[src/rtl/apb_arb_pkg.sv]
// Shared types and helpers for the APB request arbiter.
package apb_arb_pkg;

    typedef enum logic [1:0] {
        IDLE  = 2'd0,
        ISSUE = 2'd1,
        WAIT  = 2'd2,
        DONE  = 2'd3
    } arb_state_e;

    localparam int DEFAULT_TIMEOUT = 256;

    // LSB position of requester idx inside a packed per-requester bus.
    function automatic int slice_lsb(input int idx, input int width);
        return idx * width;
    endfunction

endpackage

[src/rtl/rr_arbiter.sv]
// Combinational round-robin picker: first asserted request at or after ptr, wrapping.
module rr_arbiter #(
    parameter int NREQ = 4,
    parameter int PW   = $clog2(NREQ)
) (
    input  logic [NREQ-1:0] req,
    input  logic [PW-1:0]   ptr,
    output logic [NREQ-1:0] grant,
    output logic [PW-1:0]   grant_idx,
    output logic            any_req
);

    logic [PW-1:0] cand;

    always_comb begin
        grant     = '0;
        grant_idx = '0;
        any_req   = 1'b0;
        cand      = '0;
        for (int i = 0; i < NREQ; i++) begin
            cand = PW'((int'(ptr) + i) % NREQ);
            if (!any_req && req[cand]) begin
                any_req     = 1'b1;
                grant[cand] = 1'b1;
                grant_idx   = cand;
            end
        end
    end

endmodule

[src/rtl/apb_req_arbiter.sv]
// Round-robin arbiter sharing one APB bridge master port among NREQ requesters,
// one outstanding transfer at a time with a per-transfer watchdog.
module apb_req_arbiter
    import apb_arb_pkg::*;
#(
    parameter int NREQ       = 4,
    parameter int ADDR_WIDTH = 32,
    parameter int DATA_WIDTH = 32,
    parameter int COMP       = 4,
    parameter int TIMEOUT    = DEFAULT_TIMEOUT
) (
    input  logic                       PCLK,
    input  logic                       PRESETn,
    input  logic [NREQ-1:0]            REQ_VALID,
    input  logic [NREQ-1:0]            REQ_WRITE,
    input  logic [NREQ*COMP-1:0]       REQ_SEL,
    input  logic [NREQ*ADDR_WIDTH-1:0] REQ_ADDR,
    input  logic [NREQ*DATA_WIDTH-1:0] REQ_WDATA,
    output logic [NREQ-1:0]            REQ_DONE,
    output logic [NREQ-1:0]            REQ_ERR,
    output logic [DATA_WIDTH-1:0]      REQ_RDATA,
    output logic [NREQ-1:0]            GRANT,
    output logic                       MTRANS,
    output logic                       MWRITE,
    output logic [COMP-1:0]            MSELx,
    output logic [ADDR_WIDTH-1:0]      MADDR,
    output logic [DATA_WIDTH-1:0]      MWDATA,
    input  logic [DATA_WIDTH-1:0]      MRDATA,
    input  logic                       XFER_DONE
);

    localparam int PW = $clog2(NREQ);
    localparam int TW = $clog2(TIMEOUT + 1);

    arb_state_e      state_q, state_d;
    logic [PW-1:0]   ptr_q;
    logic [PW-1:0]   gidx_q;
    logic [TW-1:0]   timer_q;
    logic [NREQ-1:0] arb_grant;
    logic [PW-1:0]   arb_idx;
    logic            arb_any;
    logic            timeout_hit;

    rr_arbiter #(.NREQ(NREQ), .PW(PW)) u_rr (
        .req       (REQ_VALID),
        .ptr       (ptr_q),
        .grant     (arb_grant),
        .grant_idx (arb_idx),
        .any_req   (arb_any)
    );

    assign timeout_hit = (timer_q == TW'(TIMEOUT - 1));

    always_ff @(posedge PCLK or negedge PRESETn) begin
        if (!PRESETn) state_q <= IDLE;
        else          state_q <= state_d;
    end

    always_comb begin
        state_d = state_q;
        case (state_q)
            IDLE:    if (arb_any) state_d = ISSUE;
            ISSUE:   state_d = WAIT;
            WAIT:    if (XFER_DONE || timeout_hit) state_d = DONE;
            DONE:    state_d = IDLE;
            default: state_d = IDLE;
        endcase
    end

    // Outputs are registered one step ahead of the state they belong to, so the
    // bridge sees MTRANS the cycle after ISSUE and REQ_DONE lands in DONE.
    always_ff @(posedge PCLK or negedge PRESETn) begin
        if (!PRESETn) begin
            ptr_q     <= '0;
            gidx_q    <= '0;
            timer_q   <= '0;
            GRANT     <= '0;
            MTRANS    <= 1'b0;
            MWRITE    <= 1'b0;
            MSELx     <= '0;
            MADDR     <= '0;
            MWDATA    <= '0;
            REQ_DONE  <= '0;
            REQ_ERR   <= '0;
            REQ_RDATA <= '0;
        end else begin
            MTRANS    <= (state_q == ISSUE);
            REQ_DONE  <= '0;
            REQ_ERR   <= '0;
            REQ_RDATA <= '0;
            case (state_q)
                IDLE: begin
                    if (arb_any) begin
                        GRANT  <= arb_grant;
                        gidx_q <= arb_idx;
                        MWRITE <= REQ_WRITE[arb_idx];
                        MSELx  <= REQ_SEL[slice_lsb(int'(arb_idx), COMP) +: COMP];
                        MADDR  <= REQ_ADDR[slice_lsb(int'(arb_idx), ADDR_WIDTH) +: ADDR_WIDTH];
                        MWDATA <= REQ_WDATA[slice_lsb(int'(arb_idx), DATA_WIDTH) +: DATA_WIDTH];
                    end
                end
                ISSUE: timer_q <= '0;
                WAIT: begin
                    if (timer_q != TW'(TIMEOUT)) timer_q <= timer_q + TW'(1);
                    // A completion in the expiry cycle still counts as a clean finish.
                    if (XFER_DONE) begin
                        REQ_DONE  <= GRANT;
                        REQ_RDATA <= MWRITE ? '0 : MRDATA;
                    end else if (timeout_hit) begin
                        REQ_DONE <= GRANT;
                        REQ_ERR  <= GRANT;
                    end
                end
                DONE: begin
                    GRANT <= '0;
                    ptr_q <= (gidx_q == PW'(NREQ - 1)) ? '0 : gidx_q + PW'(1);
                end
                default: ;
            endcase
        end
    end

endmodule

[config.mk]
export PLATFORM = sky130hd
export DESIGN_NAME = apb_req_arbiter
export DESIGN_NICKNAME = d
export VERILOG_FILES = /design/src/rtl/apb_arb_pkg.sv /design/src/rtl/rr_arbiter.sv /design/src/rtl/apb_req_arbiter.sv
export SDC_FILE = /design/constraint.sdc
export NUM_CORES = 1
export LEC_CHECK = 0
export BUFFER_PORTS_ARGS = -buffer_cell sky130_fd_sc_hd__buf_2
export CORE_AREA = 2 2 164 166
export CTS_CLUSTER_DIAMETER = 200
export DETAILED_ROUTE_END_ITERATION = 6
export DIE_AREA = 0 0 166 168
export PLACE_DENSITY_LB_ADDON = 0.12
export RECOVER_POWER = 50
export SLEW_MARGIN = 30
export SYNTH_ARGS = -nofsm -noshare
export SYNTH_HDL_FRONTEND = slang
export SYNTH_SLANG_ARGS = --single-unit
export TNS_END_PERCENT = 10
[constraint.sdc]
create_clock -name PCLK -period 6.3 [get_ports PCLK]
set_input_delay 1.26 -clock PCLK [delete_from_list [all_inputs] [get_ports PCLK]]
set_output_delay 1.26 -clock PCLK [all_outputs]
set_load 0.01 [all_outputs]
# Yosys cells after proc, flatten, opt, wreduce, memory -nomap -nowiden
# Cells that the tools add are included.
[op_classes]
n_reduce_logical = 18
add_sub_neg = 5
shifts = 3
bitwise_logic = 3
n_eq_ne = 9
muxes = 46
order_cmp = 9
[op_table]
columns = ["operator", "n"]
rows = [
  ["128-bit by 8-bit variable part select with 32-bit output", 2],
  ["32-bit two-way mux", 3],
  ["4-bit two-way mux", 10],
  ["9-bit one-hot mux with 2 select lines", 1],
  ["16-bit by 5-bit variable part select with 4-bit output", 1],
  ["2-bit by 3-bit < comparator with 1-bit output (second input constant)", 5],
  ["2-bit two-way mux", 7],
  ["1-bit two-way mux", 13],
  ["4-bit bitwise OR", 3],
  ["1-bit binary-select mux with 2-bit select", 5],
  ["9-bit by 1-bit adder with 9-bit output (second input constant)", 1],
  ["9-bit by 8-bit equality test with 1-bit output (second input constant)", 1],
  ["9-bit two-way mux", 1],
  ["9-bit inequality test (second input constant)", 1],
  ["1-bit demux with 2-bit select", 4],
  ["2-bit by 1-bit >= comparator with 1-bit output (second input constant)", 4],
  ["2-bit one-hot mux with 4 select lines", 1],
  ["4-bit one-hot mux with 2 select lines", 1],
  ["2-bit AND reduction", 4],
  ["1-bit logical AND", 7],
  ["2-bit equality test (second input constant)", 3],
  ["2-bit inequality test (second input constant)", 3],
  ["2-bit by 1-bit adder with 2-bit output (second input constant)", 2],
  ["2-bit adder (second input constant)", 2],
  ["5 further kinds", 8],
]
[word_totals]
regBits = 129
out_inout_bits = 114

# Logic depth before layout (Yosys ltp)
# Gate-level depths: netlist of the first run.
[logic_depth]
ltp_word = 14
depth_mapped = 13

# Hierarchy
# From an unflattened synthesis of the first run, not the netlist that was laid out.
[unflattened]
cells_unflattened = 463
area_unflattened_um2 = 7051.8
[modules_own_cells]
columns = ["mod", "area_each_um2", "seq_area_each_um2", "cells_per_inst", "instances"]
rows = [
  ["apb_req_arbiter", 6632.6, 3228.1, 418, 1],
  ["rr_arbiter", 419.2, 0.0, 45, 1],
]

# Worst setup path after synthesis of the first run
# No wires, ideal clock.
[synth_path]
path_kind = "input -> register"
start = "input REQ_VALID[2]"
end = "register MADDR[12]"
path_buffers = 3
stages = 9
path_slack_ns = 3.100
t_arrival_ns = 3.049
required_ns = 6.149
cell_sequence = "clkbuf_1 -> mux4_2 -> nor2b_1 -> buf_4 -> nor2_1 -> buf_2 -> a22o_1 -> a221oi_1 -> a221oi_2"
[synth_via]
elab_chain_len = 13
word_cells_on_any_way = 24
classes_between = "shift (1); mux (16); reduce/logical (7)"
[synth_lines]
columns = ["element", "line", "text"]
rows = [
  ["from (decl)", "apb_req_arbiter.sv:14", "input logic [NREQ-1:0] REQ_VALID,"],
  ["1-bit binary-select mux with 2-bit select", "rr_arbiter.sv:22", "if (!any_req && req[cand]) begin"],
  ["1-bit two-way mux (not written as such)", "rr_arbiter.sv:22", ""],
  ["1-bit two-way mux", "rr_arbiter.sv:22", ""],
  ["1-bit logical NOT", "rr_arbiter.sv:22", ""],
  ["1-bit logical AND", "rr_arbiter.sv:22", ""],
  ["1-bit two-way mux", "rr_arbiter.sv:22", ""],
  ["1-bit logical NOT", "rr_arbiter.sv:22", ""],
  ["1-bit logical AND", "rr_arbiter.sv:22", ""],
  ["1-bit two-way mux", "rr_arbiter.sv:22", ""],
  ["1-bit logical NOT", "rr_arbiter.sv:22", ""],
  ["1-bit logical AND", "rr_arbiter.sv:22", ""],
  ["2-bit two-way mux / 1-bit two-way mux (equally long branches)", "rr_arbiter.sv:22", ""],
  ["128-bit by 8-bit variable part select with 32-bit output / 2-bit AND reduction (equally long branches)", "n/a", ""],
  ["to (signal assigned)", "apb_req_arbiter.sv:98", "MADDR <= REQ_ADDR[slice_lsb(int'(arb_idx), ADDR_WIDTH) +: ADDR_WIDTH];"],
  ["to (decl)", "apb_req_arbiter.sv:26", "output logic [ADDR_WIDTH-1:0] MADDR,"],
]
# Several ways; a longest one is shown, not always the timed one. The select of a mux whose other input is x is not followed.
# A chain may end at the register's enable or synchronous reset.

# Worst setup path in the final report of the first run
[layout_path]
start = "register ptr_q[0]"
end = "register MWDATA[17]"
[layout_via]
elab_chain_len = 13
word_cells_on_any_way = 27
classes_between = "add/sub (3); shift (1); mux (16); reduce/logical (7)"
[layout_lines]
columns = ["element", "line", "text"]
rows = [
  ["from (decl)", "apb_req_arbiter.sv:36", "logic [PW-1:0] ptr_q;"],
  ["from (signal assigned)", "apb_req_arbiter.sv:116", "ptr_q <= (gidx_q == PW'(NREQ - 1)) ? '0 : gidx_q + PW'(1);"],
  ["branches (longest 13 deep; another with 2-bit by 1-bit adder with 2-bit output)", "n/a", ""],
  ["to (signal assigned)", "apb_req_arbiter.sv:99", "MWDATA <= REQ_WDATA[slice_lsb(int'(arb_idx), DATA_WIDTH) +: DATA_WIDTH];"],
  ["to (decl)", "apb_req_arbiter.sv:27", "output logic [DATA_WIDTH-1:0] MWDATA,"],
]
# Parallel ways; which one is timed is not known. The select of a mux whose other input is x is not followed.

==> metrics.txt, run 1 <==
status=finished clean; fraction of layout cells with a size suffix above 1=39.1%; Crit. Startpoint=ptr_q[0]$_DFFE_PN0P_; slowest CP cell=buf_4; RSZ-0062 raised after global routing=false; total CTS buffers=17; Pre-Repair DR Iteration Count=5; count of pins over their slew limit=0; max-cap violations=0; switching power=2650 uW; sequential share of power=23.3%; count leader, synth=dfrtp_1; fin area=10800 um2; worst endpoint required time=6.58 ns; fin crit period=3.80 ns; Finish-stage setup viols=0; maximum clock frequency=0.263 GHz; Die Ht=168 um; Clock Skew=0.0145 ns; clock group share of total power=18.0%; Worst setup EP type=flip-flop; CP arrival=4.08 ns; Die X=166 um; worst r2r src=ptr_q[0]$_DFFE_PN0P_; Post-synth ARST share=100%; Logic pwr share=58.7%; Max VDD drop=0.000347 V; Synth Cell Area=7910 um2; CP Launch Type=flip-flop; CTS Hold Bufs=0; delay-heaviest family, CP=buffers and inverters; WL final=32000 um; root buf cell=clkbuf_16; pin count of the biggest net entering global routing=79; clk slew on worst S/H paths=0.06 ns; Worst path max stage delay=0.79 ns; total gr overflow=0; Post-CTS Setup Inserts=0; Seq cells post-synth=129; switching share of total power=47.4%; filler instances=2715; Post-Syn Instances=802; final hold slack=0.485 ns; clock sink total=129; Die ar.=27900 um2; clk buf depth=2; Buffers on Ports=428; Primary FF master, synth=dfrtp_1; slew margin rel.=22.6%; Final GP Congestion=0.795; IO Pins=429; hpwl dp=22000 um; number of global-route vias before repair=8293; Syn Area/Cell=9.86 um2; Synth Net Count=1134; H-tree Lvls=4; P_int=2940 uW; antenna viol nets, final=0; Design Power=5590 uW; Leakage=0.00507 uW; fin crit share=60.3%; Nets=1517; DRT iter0 DRCs=669; Crit path buffers/inverters=2; WL/cell=20.8 um; cell taking the most area after synthesis=dfrtp_1; number of distinct library cells after synthesis=43; Final Hold Fails=0; initial antenna violation count=4; HP Class=reg2reg; WS Path Type=reg2reg; Area growth syn-to-layout=36.4%; vias per std cell=5.32; Via Count=8211; Slew @ Worst Pin=1.16 ns; most common library cells after synthesis=dfrtp_1, o21ai_0, o22ai_1, nand2_1, clkbuf_1; # DRC=0; CTS tree=yes; Power Density=518 nW/um2; top post-synthesis cells by area=dfrtp_1, a221oi_2, o21ai_0; Max FO, Critical Path=51; post-synth top area share=40.8%; CP cell instances=buf_4, mux4_2, o21a_4, nor2_8, buf_4, mux2i_1, o211ai_1; Placed Area=10300 um2; most numerous cell on the critical path=buf_4; insertion delay to the later sink of the worst-skew pair=0.42 ns; post-synthesis sequential area ratio=40.8%; placement row count=60; Synth Warn #=0; overall global routing resource usage=22.0%; Starting Density=30.0%; TNS Setup=0 ns; EDFF count, synth=0; worst hold start=gidx_q[1]$_DFFE_PN0P_; CTS resizes=0; Core ar.=26400 um2; first-pass GRT wire length=48100 um
==> cell usage in the layout, fill, tap and decap left out, drive strengths merged, types with 3 or more instances in the layout <==
master      n
a21o       40
a221oi     60
a22o       36
a22oi       8
and2       43
and3        3
buf       381
clkbuf     82
clkinv      3
clkinvlp    4
dfrtp     129
diode       3
ha         17
inv        16
mux2i      41
mux4        4
nand2      52
nand2b      4
nand3      44
nor2       14
nor2b       6
o211ai     39
o21ai      88
o22ai      61
==> metrics by stage <==
step	setup WS (ns)	utilization, %	std cells
CTS	2.50	41.2	1539
finish	2.50	41.0	1542
global placement	2.12	39.0	1507
global route	2.28	41.0	1542
detailed placement	2.09	39.0	1507
floorplan	3.10	-	802
==> tightest hold or removal path: cells and delay by family (launching register included) <==
kind             cells  cell delay (ns)
flip-flops           1             0.34
AND/OR/NAND/NOR      2             0.11
==> kinds of logic after synthesis <==
logic type / Yosys count / share of synthesized area, %
buffers and inverters: 91 / 5.33
AOI/OAI and AO/OA: 341 / 33.0
DFF: 129 / 40.8
adders and majority gates: 17 / 2.69
and+or+nand+nor: 176 / 11.5
muxes: 46 / 6.47
xor gates and xnor gates: 2 / 0.221
==> state kept, by name, indices dropped and copies added, names as in the netlist <==
| signal | count |
|---|---|
| MTRANS | 1 |
| ptr_q | 2 |
| gidx_q | 2 |
| MSELx | 4 |
| REQ_ERR | 4 |
| timer_q | 9 |
| REQ_DONE | 4 |
| MWDATA | 32 |
| REQ_RDATA | 32 |
| MADDR | 32 |
| MWRITE | 1 |
| GRANT | 4 |
| state_q | 2 |
==> power groups by stage <==
stage | combinational, uW | sequential [uW] | clock [uW]
after floorplan | 2210 | 1410 | 0
after global placement | 3290 | 1310 | 0
after detailed placement | 3330 | 1310 | 0
after CTS | 3330 | 1300 | 1030
after global routing | 3570 | 1340 | 1070
final | 3280 | 1300 | 1000
==> final timing paths <==
path	to	slack (ns)	depth (start not counted)
max in group asynchronous	REQ_RDATA[19]$_DFF_PN0_	4.21	2
min	gidx_q[1]$_DFFE_PN0P_	0.49	2
max	MWDATA[17]$_DFFE_PN0P_	2.50	7
min reg2reg	gidx_q[1]$_DFFE_PN0P_	0.49	2
min in group asynchronous	MADDR[1]$_DFFE_PN0P_	0.88	1
max reg2reg	MWDATA[17]$_DFFE_PN0P_	2.50	7
==> layer usage <==
layer	vias to the layer above	global-route usage (%)	share of wire, %
met1	3952	26.9	40
li1	3853	-	-
met3	26	6.02	7.1
met4	2	5.97	1.4
met2	378	38.4	51
met5	-	0	0.041
==> final cells by class <==
| cell class | instances | area (um2) | area share [%] |
|---|---|---|---|
| Inverter | 10 | 37.5 | 0.348 |
| Tap cell | 341 | 427 | 3.95 |
| Antenna cell | 3 | 7.51 | 0.0696 |
| Timing Repair Buffer | 445 | 2190 | 20.3 |
| Sequential cell | 129 | 3230 | 29.9 |
| Clock inverter | 14 | 144 | 1.33 |
| Clock buffer | 18 | 439 | 4.07 |
| Multi-Input combinational cell | 582 | 4310 | 40.0 |
Power figures use the tool's default switching activity.
==> inputs of run 2 (changes only) <==
- CORE_AREA: 2 2 164 166 -> 2 2 165 167
- DIE_AREA: 0 0 166 168 -> 0 0 167 169
- clock period: 6.3 -> 4 ns (I/O delays scaled with it)
==> run 2 against run 1 <==
Effect of this change: the run now ends with max-capacitance violations, max-slew violations left; highest routed layer is now met4; count of clock-buffer cells in the layout fell by 1; core utilization rose by 0.35 points; non-clock buffer count rose by 9.
==> metrics.txt, run 2 (synthesis gave the netlist of run 1 again) <==
status=complete, but fails checks; failing checks=max-capacitance violations, max-slew violations; WHS Endpoint=gidx_q[1]$_DFFE_PN0P_; Placed Area=10400 um2; Final Non-Filler Cells=1552; worst endpoint required time=4.35 ns; # DRC=0; max-cap violations=1; initial antenna violation count=5; P_int=4740 uW; Worst setup EP type=flip-flop; fin crit period=3.27 ns; worst r2r src=ptr_q[0]$_DFFE_PN0P_; Die ar.=28200 um2; worst hold start=gidx_q[1]$_DFFE_PN0P_; Finish-stage setup viols=0; WHS Path Cells=2; sequential share of power=22.9%; CTS Hold Bufs=0; Buffers on Ports=428; placed insts=1516; most common cell after layout, fill and taps aside=buf_2; Max FO, Critical Path=39; Core ar.=26500 um2; fin crit share=81.9%; Final GP Congestion=0.843; switching power=4330 uW; CTS tree=yes; IO Pins=429; Leakage=0.00521 uW; Clock Skew=0.0193 ns; Via Count=8326; total gr overflow=0; CTS resizes=0; Final Util=41.3%; number of global-route vias before repair=8327; TNS Setup=0 ns; CP arrival=3.62 ns; WS Path Type=reg2reg; pin count of the biggest net entering global routing=70; Final Hold Fails=0; fin area=10900 um2; clock group share of total power=17.6%; switching share of total power=47.8%; clk slew on worst S/H paths=0.07 ns; Die X=167 um; filler instances=2721; Starting Density=29.8%; most frequent cells in the layout=buf_2, dfrtp_1, o21ai_0; HP Class=reg2reg; Nets=1526; slew margin rel.=-26.5%; insertion delay to the later sink of the worst-skew pair=0.44 ns; count of pins over their slew limit=67; Die Ht=169 um; clk buf depth=2; Slew @ Worst Pin=1.90 ns; root buf cell=clkbuf_16; placement row count=60; Worst R2R Setup Slack=0.73 ns; Worst R2R End=MADDR[11]$_DFFE_PN0P_; Max VDD drop=0.000316 V; maximum clock frequency=0.305 GHz; H-tree Lvls=4; total CTS buffers=17; Place WS=0.742 ns; Logic pwr share=59.5%; fraction of layout cells with a size suffix above 1=40.3%; clock sink total=129; Pre-Repair DR Iteration Count=5; top flop regs=MADDR (32), MWDATA (32), REQ_RDATA (32); Power Density=829 nW/um2; hpwl dp=22700 um; WL/cell=20.8 um; first-pass GRT wire length=48800 um; RSZ-0062 raised after global routing=false; WL final=32300 um; Area growth syn-to-layout=38.4%; overall global routing resource usage=22.2%; setup ws final=0.726 ns; antenna viol nets, final=0; Post-CTS Setup Inserts=0; DRT iter0 DRCs=657; Worst R2R Path Depth=9; vias per std cell=5.36; CP Launch Type=flip-flop
## run 2: cell types whose count changed in the layout (fill, tap and decap cells not counted), moves of 2 or more
cell | previous run | this run
buf_12 | 0 | 4
clkinv_8 | 0 | 2
inv_8 | 2 | 6
clkbuf_1 | 64 | 54
clkinvlp_4 | 4 | 1
and2_1 | 12 | 43
and2_0 | 30 | 0
buf_4 | 16 | 21
buf_2 | 364 | 373
## run 2: per-layer routing
| metal | vias to the layer above | GRT usage (%) | wire length (um) |
|---|---|---|---|
| li1 | 3881 | - | - |
| met4 | 0 | 6.26 | 634 |
| met2 | 377 | 38.2 | 16200 |
| met3 | 45 | 5.38 | 2190 |
| met1 | 4023 | 27.7 | 13300 |
| met5 | - | 0 | 0 |
## run 2: power by group through the flow
| stage | registers, uW | logic, uW | clock network, uW |
|---|---|---|---|
| after floorplan | 2230 | 3490 | 0 |
| after global placement | 2090 | 5360 | 0 |
| after detailed placement | 2080 | 5440 | 0 |
| after CTS | 2070 | 5450 | 1630 |
| after global routing | 2140 | 5880 | 1700 |
| final | 2070 | 5400 | 1600 |
## run 2: metrics by stage
| stage | power, uW | hold slack [ns] |
|---|---|---|
| finish | 9070 | 0.487 |
| global route | 9710 | 0.518 |
| CTS | 9150 | 0.388 |
| detailed placement | 7530 | 0.472 |
| global placement | 7450 | 0.468 |
| floorplan | 5710 | 0.451 |
## run 2: cell type report
type	count	area, um2	area share [%]
Sequential cell	129	3230	29.5
Timing Repair Buffer	454	2340	21.4
Clock inverter	15	160	1.46
Antenna cell	4	10.0	0.0914
Clock buffer	17	425	3.89
Multi-Input combinational cell	582	4320	39.4
Tap cell	341	427	3.90
Inverter	10	37.5	0.343
## run 2: critical path: stages (launching register included)
cell and delay, ns:
dfrtp_2 0.59, inv_1 0.20, ha_1 0.42, mux4_2 0.48, nor2b_4 0.39, o21a_4 0.21, buf_4 0.38, o21ai_0 0.14
a21o_1 0.24, o211ai_1 0.10
## run 2: worst max path at each step
stage,startpoint,to
detailed placement,ptr_q[0]$_DFFE_PN0P_,MADDR[11]$_DFFE_PN0P_
global placement,ptr_q[0]$_DFFE_PN0P_,MADDR[14]$_DFFE_PN0P_
CTS,ptr_q[0]$_DFFE_PN0P_,MADDR[11]$_DFFE_PN0P_
global route,ptr_q[0]$_DFFE_PN0P_,MSELx[0]$_DFFE_PN0P_
finish,ptr_q[0]$_DFFE_PN0P_,MADDR[11]$_DFFE_PN0P_
floorplan,ptr_q[0]$_DFFE_PN0P_,MWDATA[14]$_DFFE_PN0P_
